[src/rtl/xnor_pkg.sv]
// Shared definitions for the XNOR match unit: operation
// encodings and the distance-width helper.
package xnor_pkg;

    localparam logic [1:0] MODE_XNOR = 2'b00;
    localparam logic [1:0] MODE_XOR  = 2'b01;
    localparam logic [1:0] MODE_NAND = 2'b10;
    localparam logic [1:0] MODE_NOR  = 2'b11;

    // Bits needed to hold a count of 0..width.
    function automatic int calc_dw(input int width);
        return $clog2(width + 1);
    endfunction

endpackage

[src/rtl/xnor_match_unit_if.sv]
// Operand/result bundle of the XNOR match unit.
// master drives operands, slave returns results.
interface xnor_match_unit_if
    import xnor_pkg::*;
#(
    parameter int WIDTH = 8,
    parameter int CNT_W = 8
);
    localparam int DW = calc_dw(WIDTH);

    logic             in_valid;
    logic [WIDTH-1:0] a;
    logic [WIDTH-1:0] b;
    logic [1:0]       mode;
    logic             cnt_clr;
    logic             out_valid;
    logic [WIDTH-1:0] out_bits;
    logic             out_eq;
    logic [DW-1:0]    out_dist;
    logic [CNT_W-1:0] match_cnt;
    logic             cnt_sat;

    modport master (
        output in_valid, a, b, mode, cnt_clr,
        input  out_valid, out_bits, out_eq,
        input  out_dist, match_cnt, cnt_sat
    );

    modport slave (
        input  in_valid, a, b, mode, cnt_clr,
        output out_valid, out_bits, out_eq,
        output out_dist, match_cnt, cnt_sat
    );

endinterface

[src/rtl/popcount.sv]
// Combinational population count built as a recursive
// binary adder tree.
module popcount #(
    parameter int WIDTH = 8
) (
    input  logic [WIDTH-1:0]             i_bits,
    output logic [$clog2(WIDTH+1)-1:0]   o_count
);
    localparam int DW = $clog2(WIDTH + 1);

    if (WIDTH == 1) begin : g_leaf
        assign o_count = i_bits;
    end else begin : g_tree
        localparam int LW  = WIDTH / 2;
        localparam int HW  = WIDTH - LW;
        localparam int LDW = $clog2(LW + 1);
        localparam int HDW = $clog2(HW + 1);

        logic [LDW-1:0] w_lo;
        logic [HDW-1:0] w_hi;

        popcount #(.WIDTH(LW)) u_lo (
            .i_bits  (i_bits[LW-1:0]),
            .o_count (w_lo)
        );

        popcount #(.WIDTH(HW)) u_hi (
            .i_bits  (i_bits[WIDTH-1:LW]),
            .o_count (w_hi)
        );

        assign o_count = DW'(w_lo) + DW'(w_hi);
    end

endmodule

[src/rtl/xnor_match_unit.sv]
// Two-stage bitwise compare unit: selectable logic op,
// equality, Hamming distance and saturating match count.
module xnor_match_unit
    import xnor_pkg::*;
#(
    parameter int WIDTH = 8,
    parameter int CNT_W = 8
) (
    input logic          clk,
    input logic          rst,
    xnor_match_unit_if.slave bus
);
    localparam int DW = calc_dw(WIDTH);
    localparam logic [CNT_W-1:0] CNT_MAX = '1;

    logic             r_s1_valid;
    logic [WIDTH-1:0] r_s1_diff;
    logic [WIDTH-1:0] r_s1_res;
    logic             r_out_valid;
    logic [WIDTH-1:0] r_out_bits;
    logic             r_out_eq;
    logic [DW-1:0]    r_out_dist;
    logic [CNT_W-1:0] r_match_cnt;
    logic             r_sat;
    logic [WIDTH-1:0] w_res;
    logic [DW-1:0]    w_dist;

    // Select the bitwise operation for the incoming beat.
    always_comb begin
        w_res = '0;
        unique case (bus.mode)
            MODE_XNOR: w_res = ~(bus.a ^ bus.b);
            MODE_XOR:  w_res = bus.a ^ bus.b;
            MODE_NAND: w_res = ~(bus.a & bus.b);
            MODE_NOR:  w_res = ~(bus.a | bus.b);
        endcase
    end

    // Stage 1: capture diff and result; hold data on bubbles.
    always_ff @(posedge clk or posedge rst) begin
        if (rst) begin
            r_s1_valid <= 1'b0;
            r_s1_diff  <= '0;
            r_s1_res   <= '0;
        end else begin
            r_s1_valid <= bus.in_valid;
            if (bus.in_valid) begin
                r_s1_diff <= bus.a ^ bus.b;
                r_s1_res  <= w_res;
            end
        end
    end

    popcount #(.WIDTH(WIDTH)) u_popcount (
        .i_bits  (r_s1_diff),
        .o_count (w_dist)
    );

    // Stage 2: register outputs; hold data on bubbles.
    always_ff @(posedge clk or posedge rst) begin
        if (rst) begin
            r_out_valid <= 1'b0;
            r_out_bits  <= '0;
            r_out_eq    <= 1'b0;
            r_out_dist  <= '0;
        end else begin
            r_out_valid <= r_s1_valid;
            if (r_s1_valid) begin
                r_out_bits <= r_s1_res;
                r_out_eq   <= (r_s1_diff == '0);
                r_out_dist <= w_dist;
            end
        end
    end

    // Saturating match counter; clear beats a coincident match.
    always_ff @(posedge clk or posedge rst) begin
        if (rst) begin
            r_match_cnt <= '0;
            r_sat       <= 1'b0;
        end else if (bus.cnt_clr) begin
            r_match_cnt <= '0;
            r_sat       <= 1'b0;
        end else if (r_out_valid && r_out_eq &&
                     r_match_cnt != CNT_MAX) begin
            r_match_cnt <= r_match_cnt + CNT_W'(1);
            if (r_match_cnt == CNT_MAX - CNT_W'(1)) begin
                r_sat <= 1'b1;
            end
        end
    end

    assign bus.out_valid = r_out_valid;
    assign bus.out_bits  = r_out_bits;
    assign bus.out_eq    = r_out_eq;
    assign bus.out_dist  = r_out_dist;
    assign bus.match_cnt = r_match_cnt;
    assign bus.cnt_sat   = r_sat;

endmodule

[src/flat_wrapper.sv]
// flat-port wrapper written by rule: the top's interface ports become plain ports
module xnor_match_unit_flat import xnor_pkg::*;
#(
    parameter int WIDTH = 8,
    parameter int CNT_W = 8
)
  (clk, rst, bus_in_valid, bus_a, bus_b, bus_mode, bus_cnt_clr, bus_out_valid, bus_out_bits, bus_out_eq, bus_out_dist, bus_match_cnt, bus_cnt_sat);
  xnor_match_unit_if #(.WIDTH(WIDTH), .CNT_W(CNT_W)) bus_i ();
  input logic clk;
  input logic rst;
  input wire logic [$bits(bus_i.in_valid)-1:0] bus_in_valid;
  input wire logic [$bits(bus_i.a)-1:0] bus_a;
  input wire logic [$bits(bus_i.b)-1:0] bus_b;
  input wire logic [$bits(bus_i.mode)-1:0] bus_mode;
  input wire logic [$bits(bus_i.cnt_clr)-1:0] bus_cnt_clr;
  output wire logic [$bits(bus_i.out_valid)-1:0] bus_out_valid;
  output wire logic [$bits(bus_i.out_bits)-1:0] bus_out_bits;
  output wire logic [$bits(bus_i.out_eq)-1:0] bus_out_eq;
  output wire logic [$bits(bus_i.out_dist)-1:0] bus_out_dist;
  output wire logic [$bits(bus_i.match_cnt)-1:0] bus_match_cnt;
  output wire logic [$bits(bus_i.cnt_sat)-1:0] bus_cnt_sat;
  assign bus_i.in_valid = bus_in_valid;
  assign bus_i.a = bus_a;
  assign bus_i.b = bus_b;
  assign bus_i.mode = bus_mode;
  assign bus_i.cnt_clr = bus_cnt_clr;
  assign bus_out_valid = bus_i.out_valid;
  assign bus_out_bits = bus_i.out_bits;
  assign bus_out_eq = bus_i.out_eq;
  assign bus_out_dist = bus_i.out_dist;
  assign bus_match_cnt = bus_i.match_cnt;
  assign bus_cnt_sat = bus_i.cnt_sat;
  xnor_match_unit #(.WIDTH(WIDTH), .CNT_W(CNT_W)) u_core (.clk(clk), .rst(rst), .bus(bus_i));
endmodule
[config.mk]
export PLATFORM = sky130hd
export DESIGN_NAME = xnor_match_unit_flat
export DESIGN_NICKNAME = d
export VERILOG_FILES = /design/src/rtl/xnor_pkg.sv /design/src/rtl/xnor_match_unit_if.sv /design/src/rtl/popcount.sv /design/src/rtl/xnor_match_unit.sv /design/src/flat_wrapper.sv
export SDC_FILE = /design/constraint.sdc
export NUM_CORES = 1
export LEC_CHECK = 0
export CAP_MARGIN = 15
export CORE_AREA = 4 4 73 75
export DETAILED_ROUTE_END_ITERATION = 16
export DIE_AREA = 0 0 77 79
export PLACE_DENSITY = 0.75
export SYNTH_ARGS = -nofsm -noshare
export SYNTH_HDL_FRONTEND = slang
export SYNTH_SLANG_ARGS = --single-unit
[constraint.sdc]
create_clock -name clk -period 5.7 [get_ports clk]
set_clock_uncertainty 0.1 [all_clocks]
set_input_delay 0.855 -clock clk [delete_from_list [all_inputs] [get_ports clk]]
set_output_delay 0.855 -clock clk [all_outputs]
set_load 0.01 [all_outputs]
==> metrics.cfg <==
[cts]
h-tree-depth=2
cts_tree=done
cts_buffer_depth=2
cts_sinks=40
numCtsBuffers=5
hold_buffers=0
cts.clk_slew.worst_paths_ps=70
cts.repair.resized=0
post_cts_buffers=0
cts_root_buf=clkbuf_8
clkLatencyLatePin_ps=290

[global_routing]
antenna_found_initial=0
grt_pass1_wl_mm=7.40
grtUsageMet3_pct=4.08
use_met2_pct=25.7
gr-total-overflow=0
grt_pass1_vias=1693
grt_max_degree=41
top_usage_layer=met2
gr-usage-met1_pct=18.8
grt_use_total_pct=15.2

[finish]
finalNetCount=316
fill_cells=419
final_util_pct=60.5
final_common_cell=clkdlybuf4s50_1
drive_above_1_share_pct=7.81
regArea_um2=1000
mostFrequentLayoutCells=clkdlybuf4s50_1 (44), dfrtp_1 (40), inv_1 (33)
diodes=0
synthToLayoutAreaGrowth_pct=24.7
multi_input_area_um2=1090
fin_cells=323
design_area_um2=2820

[route]
wl_per_cell_um=12.9
num_vias=1684
ant_nets=0
vias_per_cell=5.21
first_pass_iters=4
drtIter0Drc=80
drc=0
routed_wl_mm=4.17

[synth]
synthArstFlopShare_pct=100
yosysSeqAreaShare_pct=44.2
synth_edf_count=0
synth_cell_type_count=29
synth_nets=275
syn_inst=227
synth-seq-cells=40
syn_area_um2=2260
synth_area_per_cell_um2=9.97
yosysWarnings=0
synth_ff_type=dfrtp_1

[sta]
fmax_mhz=314
max-slew-margin-rel_pct=32.6
finalSetupViolCount=0
worstMarginPinSlew_ps=1010
fin_crit_ps=3190
finalHoldViolCount=0
finalCritPeriodShare_pct=55.9
fin_tns_setup_ps=0
rsz0062_at_grt=no
slew_violations=0

[setup_path]
critPathMaxStageDelay_ps=540
startpoint=u_core.r_s1_diff[3]$_DFFE_PP0P_
path_max_fanout=3
cp_slowest_cell=fa_1
cp_data_required_time_ps=5780
reg2reg_slack_ps=2510
rr_worst_depth=10
crit_path_frequent_cell=fa_1
worstPathCellList=fa_1 > inv_1 > fa_1 > fa_1 > inv_1 > ha_1 > inv_1 > fa_1 > xnor2_1 > mux2_2
endpoint=u_core.bus.out_dist[2]$_DFFE_PP0P_
cp-start-kind=flip-flop
end_kind=flip-flop
critical_path_class=reg -> reg
r2r-end=u_core.bus.out_dist[2]$_DFFE_PP0P_
arrival_ps=3270
timing.rr.start=u_core.r_s1_diff[3]$_DFFE_PP0P_

[power]
power_leakage_nw=1.32
power_density_nw_per_um2=270
vdd_drop_max_mv=0.156
power_w=0.000762

[placement]
routabilityCongestion=0.830
io_buffers=44
dp_cells=315
place_area_um2=2730
hpwlAfterDp_mm=3.21

[run_status]
outcome=complete, no violations

[flow_run]
maxCapViolCount=0

[floorplanning]
dieArea_um2=6080
core-area_um2=4660
die_x_um=77
dieHeight_um=79
rows=25
ioPinCount=45
start_util_pct=48.6

[worst_hold_path]
hp-class=reg -> reg

area by class of cell:
| type | instances | area share (%) |
|---|---|---|
| clock buffers | 6 | 2.93 |
| flip-flops and latches | 40 | 35.5 |
| well taps | 54 | 2.39 |
| inverters | 33 | 4.39 |
| clock inverters | 2 | 0.355 |
| multi-input cells | 143 | 38.6 |
| repair buffers | 45 | 15.9 |
worst max-delay path: cells and delay by family (launching register included):
| family | cells | cell delay, ps |
|---|---|---|
| fa+ha+maj | 5 | 1990 |
| flops | 1 | 420 |
| xor+xnor | 1 | 130 |
| buf+inv | 3 | 180 |
| mux | 1 | 250 |
stage by stage:
step | setup WS [ps] | hold slack, ps
floorplan | 2650 | 252
global placement | 2610 | 375
detailed placement | 2500 | 392
CTS | 2490 | 409
global route | 2380 | 436
finish | 2510 | 396
cell families after synthesis:
kind of cell | count (synthesis) | synth area share (%)
XOR/XNOR | 5 | 1.93
adder cells (fa/ha/maj) | 26 | 15.7
flip-flops | 40 | 44.2
buffers and inverters | 44 | 7.68
AO/OA/AOI/OAI | 53 | 14.2
multiplexers | 12 | 5.97
AND/OR/NAND/NOR | 47 | 10.3
routing by layer:
metal / up-vias / part of all wire, %
li1: 842 / -
met1: 795 / 46
met2: 42 / 48
met3: 5 / 5.5
met4: 0 / 0.86
met5: - / 0
power breakdown:
group | switching [W] | internal [W]
registers | 0.0000223 | 0.000322
clock network | 0.0000969 | 0.0000966
logic | 0.000102 | 0.000124
total | 0.000221 | 0.000542
registers in the layout, summed over array words and instances (netlist names):
| name | cells |
|---|---|
| u_core.bus.match_cnt | 8 |
| u_core.bus.out_bits | 8 |
| u_core.r_s1_diff | 8 |
| u_core.r_s1_res | 8 |
| u_core.bus.out_dist | 4 |
| u_core.bus.cnt_sat | 1 |
| u_core.bus.out_eq | 1 |
| u_core.bus.out_valid | 1 |
| u_core.r_s1_valid | 1 |
synthesized netlist by cell type, types with 2 or more instances:
| cell | number | share of area, % |
|---|---|---|
| nand3_1 | 3 | 0.66 |
| dfrtp_1 | 40 | 44 |
| nor3_1 | 2 | 0.44 |
| fa_1 | 4 | 3.5 |
| mux2_2 | 12 | 6.0 |
| ha_1 | 22 | 12 |
| and3_1 | 2 | 0.55 |
| a211oi_1 | 10 | 3.3 |
| xnor2_1 | 5 | 1.9 |
| or4_1 | 2 | 0.66 |
| inv_1 | 33 | 5.5 |
| clkbuf_1 | 5 | 0.83 |
| buf_1 | 4 | 0.66 |
| a21o_1 | 9 | 3.0 |
| a21oi_1 | 22 | 4.9 |
| nor2_1 | 15 | 2.5 |
| o21ai_0 | 8 | 1.8 |
| nand2_1 | 10 | 1.7 |
| nor2b_1 | 8 | 2.2 |
| o31ai_1 | 2 | 0.66 |
how the worst min path moves through the flow:
stage	from	end	slack, ps	cells past startpoint
after floorplan	u_core.r_s1_valid$_DFF_PP0_	u_core.bus.out_valid$_DFF_PP0_	250	0
after global placement	u_core.bus.cnt_sat$_DFFE_PP0P_	u_core.bus.cnt_sat$_DFFE_PP0P_	380	2
after detailed placement	u_core.bus.cnt_sat$_DFFE_PP0P_	u_core.bus.cnt_sat$_DFFE_PP0P_	390	2
after CTS	u_core.bus.cnt_sat$_DFFE_PP0P_	u_core.bus.cnt_sat$_DFFE_PP0P_	410	2
after global routing	u_core.bus.out_bits[0]$_DFFE_PP0P_	u_core.bus.out_bits[0]$_DFFE_PP0P_	440	1
final	u_core.bus.cnt_sat$_DFFE_PP0P_	u_core.bus.cnt_sat$_DFFE_PP0P_	400	2
No activity file was read; power rests on OpenSTA's default activity.
